--- src/rtl/ram_pkg.sv ---
// Shared constants and FSM state type for the pipelined byte-enable RAM.
package ram_pkg;

    localparam int          RAM_READ_FIRST  = 0;
    localparam int          RAM_WRITE_FIRST = 1;
    localparam logic [31:0] RAM_ERR_DEFAULT = 32'h0000DEAD;

    typedef enum logic {
        ST_INIT,
        ST_IDLE
    } ram_state_t;

endpackage

--- src/rtl/ram_rd_pipe.sv ---
// Response delay line: STAGES registers of {valid, err, data}.
// Valid shifts every cycle; data/err load only behind a valid, so the last stage holds the last response.
module ram_rd_pipe #(
    parameter int DATA_W = 32,
    parameter int STAGES = 1
) (
    input  logic              clk,
    input  logic              rst,
    input  logic              i_valid,
    input  logic              i_err,
    input  logic [DATA_W-1:0] i_data,
    output logic              o_valid,
    output logic              o_err,
    output logic [DATA_W-1:0] o_data
);

    localparam int W = DATA_W + 2;

    logic [W-1:0] r_stage [STAGES];
    logic [W-1:0] w_src   [STAGES];

    always_comb begin
        w_src[0] = {i_valid, i_err, i_data};
        for (int unsigned i = 1; i < STAGES; i++) begin
            w_src[i] = r_stage[i-1];
        end
    end

    always_ff @(posedge clk or posedge rst) begin
        if (rst) begin
            for (int unsigned i = 0; i < STAGES; i++) begin
                r_stage[i] <= '0;
            end
        end else begin
            for (int unsigned i = 0; i < STAGES; i++) begin
                r_stage[i][W-1] <= w_src[i][W-1];
                if (w_src[i][W-1]) begin
                    r_stage[i][W-2:0] <= w_src[i][W-2:0];
                end
            end
        end
    end

    assign o_valid = r_stage[STAGES-1][W-1];
    assign o_err   = r_stage[STAGES-1][W-2];
    assign o_data  = r_stage[STAGES-1][DATA_W-1:0];

endmodule

--- src/rtl/ram_pipe_be.sv ---
// Single-port RAM with byte enables, req/ready handshake, post-reset clear
// sequence and a READ_LATENCY-deep in-order response pipeline.
module ram_pipe_be
    import ram_pkg::*;
#(
    parameter int          DATA_W       = 32,
    parameter int          ADDR_W       = 7,
    parameter int          DEPTH        = 100,
    parameter int          READ_LATENCY = 1,
    parameter int          WRITE_MODE   = RAM_READ_FIRST,
    parameter logic [31:0] ERR_CODE     = RAM_ERR_DEFAULT
) (
    input  logic                clk,
    input  logic                rst,
    input  logic                req,
    input  logic                we,
    input  logic [ADDR_W-1:0]   addr,
    input  logic [DATA_W-1:0]   wdata,
    input  logic [DATA_W/8-1:0] be,
    output logic                ready,
    output logic                rvalid,
    output logic [DATA_W-1:0]   rdata,
    output logic                err
);

    localparam int                BE_W     = DATA_W / 8;
    localparam logic [ADDR_W:0]   LP_DEPTH = (ADDR_W + 1)'(DEPTH);
    localparam logic [ADDR_W-1:0] LP_LAST  = ADDR_W'(DEPTH - 1);

    logic [DATA_W-1:0] r_mem [DEPTH];

    ram_state_t        r_state;
    logic [ADDR_W-1:0] r_clr_cnt;
    logic              r_ready;

    logic              r_s1_valid;
    logic              r_s1_err;
    logic [DATA_W-1:0] r_s1_data;

    logic              w_accept;
    logic              w_in_range;
    logic [DATA_W-1:0] w_old;
    logic [DATA_W-1:0] w_merged;
    logic [DATA_W-1:0] w_resp_data;
    logic              w_mem_we;
    logic [ADDR_W-1:0] w_mem_addr;
    logic [DATA_W-1:0] w_mem_wdata;

    assign ready      = r_ready;
    assign w_accept   = req && r_ready;
    // Extra MSB keeps the compare exact even when DEPTH == 2**ADDR_W.
    assign w_in_range = ({1'b0, addr} < LP_DEPTH);
    assign w_old      = w_in_range ? r_mem[addr] : '0;

    always_comb begin
        w_merged = w_old;
        for (int unsigned k = 0; k < BE_W; k++) begin
            if (be[k]) begin
                w_merged[8*k +: 8] = wdata[8*k +: 8];
            end
        end
    end

    always_comb begin
        if (!w_in_range) begin
            w_resp_data = DATA_W'(ERR_CODE);
        end else if (we && (WRITE_MODE == RAM_WRITE_FIRST)) begin
            w_resp_data = w_merged;
        end else begin
            w_resp_data = w_old;
        end
    end

    // The clear sequence and bus writes share the single write port; INIT never accepts.
    assign w_mem_we    = (r_state == ST_INIT) || (w_accept && we && w_in_range);
    assign w_mem_addr  = (r_state == ST_INIT) ? r_clr_cnt : addr;
    assign w_mem_wdata = (r_state == ST_INIT) ? '0 : w_merged;

    always_ff @(posedge clk) begin
        if (w_mem_we) begin
            r_mem[w_mem_addr] <= w_mem_wdata;
        end
    end

    always_ff @(posedge clk or posedge rst) begin
        if (rst) begin
            r_state   <= ST_INIT;
            r_clr_cnt <= '0;
            r_ready   <= 1'b0;
        end else begin
            case (r_state)
                ST_INIT: begin
                    if (r_clr_cnt == LP_LAST) begin
                        r_state <= ST_IDLE;
                        r_ready <= 1'b1;
                    end else begin
                        r_clr_cnt <= r_clr_cnt + 1'b1;
                    end
                end
                ST_IDLE: r_ready <= 1'b1;
                default: r_state <= ST_INIT;
            endcase
        end
    end

    always_ff @(posedge clk or posedge rst) begin
        if (rst) begin
            r_s1_valid <= 1'b0;
            r_s1_err   <= 1'b0;
            r_s1_data  <= '0;
        end else begin
            r_s1_valid <= w_accept;
            if (w_accept) begin
                r_s1_err  <= !w_in_range;
                r_s1_data <= w_resp_data;
            end
        end
    end

    generate
        if (READ_LATENCY > 1) begin : g_pipe
            ram_rd_pipe #(
                .DATA_W (DATA_W),
                .STAGES (READ_LATENCY - 1)
            ) u_rd_pipe (
                .clk     (clk),
                .rst     (rst),
                .i_valid (r_s1_valid),
                .i_err   (r_s1_err),
                .i_data  (r_s1_data),
                .o_valid (rvalid),
                .o_err   (err),
                .o_data  (rdata)
            );
        end else begin : g_direct
            assign rvalid = r_s1_valid;
            assign err    = r_s1_err;
            assign rdata  = r_s1_data;
        end
    endgenerate

endmodule

--- config.mk ---
export PLATFORM = sky130hd
export DESIGN_NAME = ram_pipe_be
export DESIGN_NICKNAME = d
export VERILOG_FILES = /design/src/rtl/ram_pkg.sv /design/src/rtl/ram_rd_pipe.sv /design/src/rtl/ram_pipe_be.sv
export SDC_FILE = /design/constraint.sdc
export NUM_CORES = 2
export LEC_CHECK = 0
export ABC_AREA = 1
export CORE_ASPECT_RATIO = 1.25
export CORE_MARGIN = 1.5
export CORE_UTILIZATION = 37
export DETAILED_ROUTE_END_ITERATION = 6
export HOLD_SLACK_MARGIN = 0.03
export SLEW_MARGIN = 10
export SYNTH_ARGS = -nofsm -noshare
export SYNTH_HDL_FRONTEND = slang
export SYNTH_SLANG_ARGS = --single-unit
export TNS_END_PERCENT = 10
--- constraint.sdc ---
create_clock -name clk -period 4.1 [get_ports clk]
set_input_delay 1.23 -clock clk [delete_from_list [all_inputs] [get_ports clk]]
set_output_delay 1.23 -clock clk [all_outputs]
set_load 0.005 [all_outputs]
==> results summary <==
The flow ran to the end, and the final reports show no timing, DRC or antenna violations. The flip-flop and latch count after synthesis came out at 3243. The global-route wire length before repair is 632000 µm.

The final worst clock skew is 96.6 ps. The total via count after detailed routing is 94000. After clock tree synthesis, the clock-pin slew on the worst setup and hold paths is 60 ps. The placement-stage cell area is 153000 µm². After synthesis, the share of flip-flops with an asynchronous set or reset is 1.33%.

The final design instance area without fill is 164000 µm². The number of gates resized after CTS is 0. After the last flow step, the layout net total stands at 12700.

The die area came out at 364000 µm². Post-CTS timing repair inserted 0 buffers for setup. The final worst-path cycle share came out at 90.6%. The predominant post-synthesis flop cell is edfxtp_1. The number of pins exceeding their max-slew limit in the final report is 0. The die boundary height came out at 674 µm. The overall global routing resource usage came out at 23.9%.

The final weighted congestion of routability-driven global placement came out at 0.940. Of the total power, the share spent switching nets is 22.5%. The leakage component of the power came out at 58.0 nW.

The post-synthesis instance total is 11700. The detailed placement HPWL came out at 292000 µm. The number of cell instances on the worst register-to-register path is 9. The die is 540 µm wide. Across the VDD grid, the largest voltage drop is 0.339 mV. The initial antenna violation count is 22. The final critical-path setup slack came out at 384 ps. Headroom to the max-slew limit came out at 43.4%. The number of clock sinks seen by CTS came out at 3243. The fraction of layout instances using a drive strength above 1 is 14.3%. The summed negative setup slack over all endpoints came out at 0 ps.

The cell chosen for the clock root is clkbuf_16. The number of input and output port buffers inserted came out at 81. The deepest level of the CTS H-tree is 5. In this run the worst hold path is classified as reg -> reg. Yosys instantiated no cell more often than edfxtp_1. The required time of the critical path is 4680 ps. In this run the power spent charging and discharging nets is 0.0158 W. The setup path with the least slack is of type in -> reg. The post-detailed-route DRC marker count came out at 0. The average wire per standard cell came out at 25.2 µm. The most area-hungry cell type in the Yosys netlist is edfxtp_1. The average cell area after synthesis is 11.4 µm².

The number of enable flip-flop cells after synthesis is 3200. The proportion of power drawn by flip-flops and latches came out at 51.3%. By instance count, the cell type seen most on the critical path is nand2_1. In the post-synthesis netlist, the biggest area contributors are edfxtp_1 (72%), nand2_1 (8.5%), nor2_1 (5.0%). 82 I/O pins were placed. The relative contribution of combinational cells to total power is 6.6%. The clock network accounts for 42.1% of the total power. Measured on the finished design, the core utilization comes to 45.6%.

The pin count of the biggest net entering global routing came out at 69. The distinct cell type count of the synthesized netlist is 33. Fill cells in the final layout number 32400. Using the TritonRoute via totals, the vias-per-cell ratio works out to 5.33. In the synthesized netlist, the cells that appear most often are edfxtp_1 (3200), nand2_1 (3027), nor2_1 (1787). Before CTS, the worst setup slack after placement is -407 ps.

The count of maximum capacitance violations is 0. The kind of launch point of the worst setup path is a primary input. The total CTS buffers is 335.

The number of global-route vias before repair came out at 89300. The core region area is 359000 µm². The net count of the mapped netlist is 11800. The final wirelength came out at 444000 µm. The total of hold buffers inserted after clock tree synthesis is 0.

The kind of end point of the critical path is a register. The area growth from synthesis to final layout is 22.8%. The starting density of the core is 37.1%. The sum of overflow across all layers after global routing came out at 0. The actual transition at the worst max-transition pin is 846 ps.

The data arrival time of the worst path came out at 4300 ps. The netlist area before placement came out at 133000 µm². The internal power contribution came out at 0.0542 W. TritonCTS built the clock tree.

The maximum operating frequency came out at 269 MHz. The final period demand of the worst path came out at 3720 ps. The largest buffer count on any clock path is 4. The signal on the critical path passes through buf_16, buf_4, buf_12, buf_12, nor2_1, nor2_1, o21ai_0, o21ai_1, nand2_1, nand2_1, nand2_1, nand3_1, nand3_1, buf_4, nand2_1, nand2_1, a21oi_4, buf_12.

The longest individual stage delay on the worst path is 270 ps. The floorplan has 246 rows. The clock insertion delay at the later pin of the skew report came out at 920 ps. The post-route total power is 0.0699 W.

The slowest stage of the critical path is the nand3_1 cell. The proportion of synthesized chip area in sequential cells came out at 72.9%. The power density of the placed cells is 427 nW/µm².

The DRC violation total after the first TritonRoute iteration is 11000. The maximum net fanout on the critical path came out at 60. Setup repair after global routing left no endpoint under its margin. The yosys synthesis warning count is 0. The number of failing hold endpoints at the final stage came out at 0. The number of iterations in the first detailed-routing pass came out at 6.

The post-detailed-route count of antenna-violating nets came out at 0. The number of cells traversed by the worst hold path came out at 2. The total of endpoints with negative setup slack in the final report came out at 0.

The proportion of netlist area held by the largest area contributor came out at 72.1%.
==> power groups by stage <==
stage / clock network (W) / logic [W] / registers (W)
2_1_floorplan: 0 / 0.00218 / 0.0366
6_report: 0.0295 / 0.00461 / 0.0358
3_5_place_dp: 0 / 0.00453 / 0.0366
5_1_grt: 0.0310 / 0.00488 / 0.0358
3_3_place_gp: 0 / 0.00452 / 0.0366
4_1_cts: 0.0298 / 0.00456 / 0.0358
==> sequential cells by signal (all words and copies together), names as in the netlist <==
signal and flops:
r_state 1, rvalid 1, ready 1, r_mem 3200, err 1, r_clr_cnt 7, rdata 32
==> path summary, 6_finish.rpt <==
path	from	to	slack [ps]
worst max register to register	r_state$_DFF_PP0_	r_mem[68][14]$_DFFE_PP_	1000
worst min register to register	rdata[11]$_DFFE_PP0P_	rdata[11]$_DFFE_PP0P_	500
min in group asynchronous	rst	rvalid$_DFF_PP0_	790
worst min-delay path	rdata[11]$_DFFE_PP0P_	rdata[11]$_DFFE_PP0P_	500
max in group asynchronous	rst	rdata[31]$_DFFE_PP0P_	2690
worst max-delay path	addr[0]	r_mem[53][3]$_DFFE_PP_	380
==> through the flow <==
step	hold WS, ps	std cells
3_5_place_dp	478	17000
3_3_place_gp	476	17000
6_report	497	17600
5_1_grt	529	17600
4_1_cts	497	17600
2_1_floorplan	462	11700
==> worst max-delay path: cells and delay by family <==
family | cells | cell delay (ps)
buffers and inverters | 6 | 1400
and+or+nand+nor | 9 | 1030
AOI/OAI and AO/OA | 3 | 420
==> cell type report <==
type                            instances  area (µm²)  area share (%)
Multi-Input combinational cell       7247       31800            19.4
Clock inverter                        173        1540           0.943
Sequential cell                      3243       97200            59.4
Timing Repair Buffer                 1274       16300            9.96
Inverter                              546        2090            1.28
Antenna cell                            8        20.0          0.0122
Tap cell                             4712        5900            3.60
Clock buffer                          418        8820            5.39
==> cells by family (layout without fill, tap and decap cells) <==
logic type / count (synthesis) / after routing / synth area share, %
flops: 3243 / 3243 / 72.9
other cells: 0 / 8 / 0
buf+inv: 1246 / 2411 / 4.10
fa+ha+maj: 1 / 1 / 0.00939
simple gates: 6006 / 6006 / 18.1
xor+xnor: 5 / 5 / 0.0329
compound gates: 1235 / 1235 / 4.84
==> layer usage <==
| metal | vias to the layer above | track usage (%) | routed length (µm) |
|---|---|---|---|
| met1 | 46600 | 29.8 | 168000 |
| met2 | 4362 | 39.5 | 212000 |
| met4 | 10 | 14.4 | 30100 |
| met5 | - | 0 | 68 |
| li1 | 42000 | - | - |
| met3 | 967 | 3.30 | 33800 |
==> cells in the final DEF (no fill, tap or decap), drive strengths merged, types with 8 or more instances in the layout <==
master,n
clkinv,132
clkdlybuf4s50,75
o22ai,41
dfrtp,43
or2,38
clkinvlp,8
edfxtp,3200
o21ai,896
diode,8
clkbuf,418
nand2,3027
nand3,1140
bufinv,23
inv,556
buf,1199
nor2,1790
a21oi,217
o211ai,78
No activity file was read; power rests on OpenSTA's default activity.
